--- src/rtl/casu_ep_ctrl.sv ---
// casu_ep_ctrl: programs the CASU executable-pointer pair (ER_min at word
// offset 0, ER_max at word offset 1) over the openMSP430 peripheral bus on
// behalf of an update agent. The CPU always owns the bus when it asserts
// cpu_per_en; the controller only uses cycles the CPU leaves free.
//
// Optional feature macro: CASU_EP_CTRL_VERIFY_EN
//   defined   -> both registers are read back after writing; upd_err may be 3
//   undefined -> WR_MAX completes the sequence; no readback logic
//
// Ports:
//   mclk, puc_rst              clock, asynchronous active-high reset
//   upd_req/upd_min/upd_max    single-cycle request with the new range
//   upd_busy/upd_done/upd_err  sequencing status, done pulse, error code
//                              (0 none, 1 range, 2 timeout, 3 verify)
//   cpu_per_*                  CPU side of the peripheral bus
//   per_*                      muxed bus toward the pointer register block
module casu_ep_ctrl #(
  parameter logic [14:0] EP_BASE_ADDR = 15'h0140,
  parameter logic [7:0]  WAIT_MAX     = 8'd255
) (
  input  logic        mclk,
  input  logic        puc_rst,
  input  logic        upd_req,
  input  logic [15:0] upd_min,
  input  logic [15:0] upd_max,
  output logic        upd_busy,
  output logic        upd_done,
  output logic [1:0]  upd_err,
  input  logic [13:0] cpu_per_addr,
  input  logic [15:0] cpu_per_din,
  input  logic        cpu_per_en,
  input  logic [1:0]  cpu_per_we,
  output logic [15:0] cpu_per_dout,
  output logic [13:0] per_addr,
  output logic [15:0] per_din,
  output logic        per_en,
  output logic [1:0]  per_we,
  input  logic [15:0] per_dout
);

  localparam logic [13:0] ADDR_MIN    = EP_BASE_ADDR[14:1];
  localparam logic [13:0] ADDR_MAX    = ADDR_MIN + 14'd1;
  localparam logic [1:0]  ERR_NONE    = 2'd0;
  localparam logic [1:0]  ERR_RANGE   = 2'd1;
  localparam logic [1:0]  ERR_TIMEOUT = 2'd2;
`ifdef CASU_EP_CTRL_VERIFY_EN
  localparam logic [1:0]  ERR_VERIFY  = 2'd3;
`endif

  typedef enum logic [2:0] {
    IDLE, CHECK, WR_MIN, WR_MAX, RD_MIN, RD_MAX, DONE, ERR
  } state_t;

  state_t      state;
  logic [15:0] lat_min;
  logic [15:0] lat_max;
  logic [7:0]  wait_cnt;

  // Controller-side bus request derived from the current state
  logic        ctrl_acc;
  logic [13:0] ctrl_addr;
  logic [15:0] ctrl_din;
  logic [1:0]  ctrl_we;
  state_t      grant_next;
  logic        grant_fail;
  logic [8:0]  wait_inc;
  logic        timeout;

  // Per-state access description and where a granted cycle leads
  always_comb begin
    ctrl_acc   = 1'b0;
    ctrl_addr  = 14'd0;
    ctrl_din   = 16'd0;
    ctrl_we    = 2'b00;
    grant_next = IDLE;
    grant_fail = 1'b0;
    case (state)
      WR_MIN: begin
        ctrl_acc   = 1'b1;
        ctrl_addr  = ADDR_MIN;
        ctrl_din   = lat_min;
        ctrl_we    = 2'b11;
        grant_next = WR_MAX;
      end
      WR_MAX: begin
        ctrl_acc   = 1'b1;
        ctrl_addr  = ADDR_MAX;
        ctrl_din   = lat_max;
        ctrl_we    = 2'b11;
`ifdef CASU_EP_CTRL_VERIFY_EN
        grant_next = RD_MIN;
`else
        grant_next = DONE;
`endif
      end
`ifdef CASU_EP_CTRL_VERIFY_EN
      // Register block read is combinational: compare in the granted cycle
      RD_MIN: begin
        ctrl_acc   = 1'b1;
        ctrl_addr  = ADDR_MIN;
        grant_next = RD_MAX;
        grant_fail = (per_dout != lat_min);
      end
      RD_MAX: begin
        ctrl_acc   = 1'b1;
        ctrl_addr  = ADDR_MAX;
        grant_next = DONE;
        grant_fail = (per_dout != lat_max);
      end
`endif
      default: ;
    endcase
  end

  // The cycle that would bring the counter up to WAIT_MAX is the timeout
  assign wait_inc = {1'b0, wait_cnt} + 9'd1;
  assign timeout  = (wait_inc >= {1'b0, WAIT_MAX});

  // Bus mux: CPU has absolute priority, idle bus is driven to zero
  always_comb begin
    per_en   = 1'b0;
    per_we   = 2'b00;
    per_addr = 14'd0;
    per_din  = 16'd0;
    if (cpu_per_en) begin
      per_en   = 1'b1;
      per_we   = cpu_per_we;
      per_addr = cpu_per_addr;
      per_din  = cpu_per_din;
    end else if (ctrl_acc) begin
      per_en   = 1'b1;
      per_we   = ctrl_we;
      per_addr = ctrl_addr;
      per_din  = ctrl_din;
    end
  end

  assign cpu_per_dout = per_dout;

  // Sequencer with registered status outputs
  always_ff @(posedge mclk or posedge puc_rst) begin
    if (puc_rst) begin
      state    <= IDLE;
      lat_min  <= 16'd0;
      lat_max  <= 16'd0;
      wait_cnt <= 8'd0;
      upd_busy <= 1'b0;
      upd_done <= 1'b0;
      upd_err  <= ERR_NONE;
    end else begin
      upd_done <= 1'b0;
      case (state)
        IDLE: begin
          if (upd_req) begin
            lat_min  <= upd_min;
            lat_max  <= upd_max;
            upd_err  <= ERR_NONE;
            upd_busy <= 1'b1;
            state    <= CHECK;
          end
        end
        CHECK: begin
          if (lat_min > lat_max) begin
            upd_err <= ERR_RANGE;
            state   <= ERR;
          end else begin
            state   <= WR_MIN;
          end
        end
        WR_MIN, WR_MAX, RD_MIN, RD_MAX: begin
          if (!cpu_per_en) begin
            wait_cnt <= 8'd0;
`ifdef CASU_EP_CTRL_VERIFY_EN
            if (grant_fail) begin
              upd_err <= ERR_VERIFY;
              state   <= ERR;
            end else begin
              upd_done <= (grant_next == DONE);
              state    <= grant_next;
            end
`else
            upd_done <= (grant_next == DONE) & ~grant_fail;
            state    <= grant_next;
`endif
          end else if (timeout) begin
            wait_cnt <= 8'd0;
            upd_err  <= ERR_TIMEOUT;
            state    <= ERR;
          end else begin
            wait_cnt <= wait_inc[7:0];
          end
        end
        DONE, ERR: begin
          upd_busy <= 1'b0;
          state    <= IDLE;
        end
        default: begin
          upd_busy <= 1'b0;
          state    <= IDLE;
        end
      endcase
    end
  end

endmodule

--- config.mk ---
export PLATFORM = sky130hd
export DESIGN_NAME = casu_ep_ctrl
export DESIGN_NICKNAME = d
export VERILOG_FILES = /design/src/rtl/casu_ep_ctrl.sv
export SDC_FILE = /design/constraint.sdc
export NUM_CORES = 1
export LEC_CHECK = 0
export ABC_AREA = 1
export BUFFER_PORTS_ARGS = -buffer_cell sky130_fd_sc_hd__buf_4
export CORE_UTILIZATION = 35
export DETAILED_ROUTE_END_ITERATION = 10
export GPL_ROUTABILITY_DRIVEN = 0
export GPL_TIMING_DRIVEN = 0
export PLACE_DENSITY = 0.65
export SYNTH_ARGS = -nofsm -noshare
export SYNTH_HDL_FRONTEND = slang
export SYNTH_SLANG_ARGS = --single-unit
--- constraint.sdc ---
create_clock -name mclk -period 2.1 [get_ports mclk]
set_input_delay 0.42 -clock mclk [delete_from_list [all_inputs] [get_ports mclk]]
set_output_delay 0.42 -clock mclk [all_outputs]
set_load 0.01 [all_outputs]
==> flow_summary.ini <==
[status]
status = finished, final reports clean

[power_and_ir_drop]
leakagePower_nw = 2.402
power_density_mw_per_mm2 = 1056
ir_drop_v = 0.0004464

[drt]
wirelength_um = 8594
via_per_inst = 4.713
drc_errors = 0
wl_per_cell_um = 12.85
drt_first_iter_violations = 96
vias = 3153
drtPass1Iterations = 4
ant_nets = 0

[synthesis]
synth-seq-cells = 47
syn_avg_cell_area_um2 = 7.354
synth_compound_area_frac = 0.1405
netlist_instances = 425
async_flop_share = 1.000
synthXorXnorAreaFrac = 0
synth_common_cells = nand2_1 (151), inv_1 (54), dfrtp_1 (47)
yosys_most_used_dff = dfrtp_1
synth-seq-area-share = 0.3763
synth_top_family_by_area = simple AND/OR/NAND/NOR gates
yosys_warnings = 0
netlist_top_cells_area = dfrtp_1 (38%), nand2_1 (18%), ha_1 (8.4%)
syn_area_mm2 = 0.003125
synthSimpleGateAreaFrac = 0.2666
syn_nets = 530
synth_cell_types = 31
yosys.area_share.adder = 0.08407
post-synth-top-count-cell = nand2_1
synthMuxAreaShare = 0.003203
synth.top_cell.area_share = 0.3763
synth_edf_count = 0
yosysTopAreaCell = dfrtp_1

[layout]
finalNonFillerCells = 669
nFillCells = 853
num_antenna_cells = 0
multi_input_area_mm2 = 0.001574
final_nets = 665
drive_gt1_frac = 0.3476
syn_to_final_growth_pct = 41.03
regArea_mm2 = 0.001179

[clock_tree]
cts_tree = done
htree_levels = 2
numCtsBuffers = 5
root_buffer = clkbuf_8
clk_path_buf_depth = 2
path_clk_slew_ps = 90
clock_sinks = 47
cts-hold-fix-buffers = 0
clk_latency_ps = 310

[timing]
fin_ws_ps = 37.64
fin_skew_ps = 4.828
setup_tns_ps = 0
finalHoldViolations = 0
relSlewSlack = 0.6698
finalCritPeriodShare = 0.9821
fmaxAchievable_mhz = 484.9
rsz0062_at_grt = true
report.final.slew_viol_count = 0
setup_viol = 0
min_period_ps = 2062
whs_ps = 69.25
worst_pin_slew_ps = 495.3

[place]
place_ws_ps = -139.2
dp_hpwl_um = 6476
port_buffers = 120
dpl.cell_count = 654

[worst_setup_path]
end_kind = primary output
worstPathCellList = inv_1 > ha_1 > nand2_2 > buf_6 > o21ai_2 > buf_4
reg2reg_to = state[2]
worstRegToRegCells = 12
ff2ff_setup_slack_ps = 260
slowest_stage = dfrtp_2
start_kind = register
critical_path_buf_inv_count = 3
r2r_start = wait_cnt[0]
cp.arrival_ps = 1640
crit_family = flip-flops
critPathMaxStageDelay_ps = 470
cp.required_ps = 1680
criticalPathCategory = register to primary output
cp_max_fo = 10

[grt]
grt_pass1_vias = 2861
grtUsageTotal = 0.1831
grt_start_max_net_pins = 34
antenna_found_initial = 0
grt_pass1_wl_um = 12970
grt.overflow.total = 0

[floorplanning]
die_x_um = 96.50
die_area_mm2 = 0.009312
core_mm2 = 0.008678
ios = 137
initial_core_util = 0.3601
num_rows = 34
fp.dieH_um = 96.50

[flow_run]
maxCapViolCount = 0

[worst_hold_path]
min_path_type = input port to asynchronous set/reset pin
==> flip-flops by register name, summed over array words and instances (netlist names) <==
| register | cells |
|---|---|
| wait_cnt | 8 |
| upd_err | 2 |
| lat_min | 16 |
| state | 3 |
| upd_done | 1 |
| lat_max | 16 |
| upd_busy | 1 |
==> power by group <==
part           switching, mW  total [mW]  internal (mW)
Sequential             0.305        1.59           1.28
Combinational           1.42        2.44           1.02
Clock                  0.327       0.627          0.300
==> kinds of logic (layout without fill, tap and decap cells) <==
family	after synthesis	after routing
compound gates	75	75
fa+ha+maj	21	21
buf+inv	89	225
flops	47	47
mux	1	1
simple gates	192	192
==> routing by layer <==
metal	GRT usage	vias up	routed length (µm)
met5	0	-	0
met4	0.03922	0	65
met3	0.03208	6	603
met2	0.3292	125	4213
met1	0.2281	1414	3711
li1	-	1608	-
==> layout by cell type, fill, tap and decap left out, drive strengths merged <==
cell type | synthesis | final
o211ai | 1 | 1
inv | 58 | 58
nand3b | 1 | 1
nor2 | 17 | 17
o22ai | 6 | 6
mux2i | 1 | 1
dfrtp | 47 | 47
buf | 22 | 152
a22oi | 16 | 16
nor3 | 3 | 3
o21ai | 44 | 44
a21oi | 7 | 7
a21o | 1 | 1
nand2 | 157 | 157
clkbuf | 9 | 14
clkinvlp | 0 | 1
ha | 21 | 21
nand3 | 11 | 11
nand4 | 3 | 3
==> what timing repair did <==
item                                   4_1_cts  5_1_grt
endpoints found under the hold margin        0        0
pin swaps                                    2        3
cloned                                       0        0
buffers inserted                             5        2
setup endpoints to repair                   21       30
gates resized for setup                     18       16
==> how the worst max path moves through the flow <==
stage	endpoint	cells past startpoint	slack, ps	from
floorplan	per_din[5]	4	320	state[2]
global placement	lat_min[13]	2	-100	puc_rst
detailed placement	per_din[10]	6	-140	cpu_per_en
CTS	per_din[10]	6	10	cpu_per_en
global route	per_din[0]	6	-20	state[2]
finish	per_din[0]	6	40	state[2]
==> metrics by stage <==
step / instance area [µm²] / power [mW] / utilization
finish: 4408 / 4.656 / 0.5079
global route: 4408 / 5.083 / 0.5079
CTS: 4357 / 4.622 / 0.5020
detailed placement: 4182 / 3.897 / 0.4818
global placement: 4161 / 3.816 / 0.4795
floorplan: 3126 / 3.142 / -
==> cell type report <==
type / instances / area share
flip-flops and latches: 47 / 0.2674
inverters: 58 / 0.04939
plain buffers: 31 / 0.04939
multi-input cells: 289 / 0.3571
clock buffers: 7 / 0.02186
clock inverters: 1 / 0.001703
well taps: 108 / 0.03066
repair buffers: 128 / 0.2225
No activity file was read; power rests on OpenSTA's default activity.
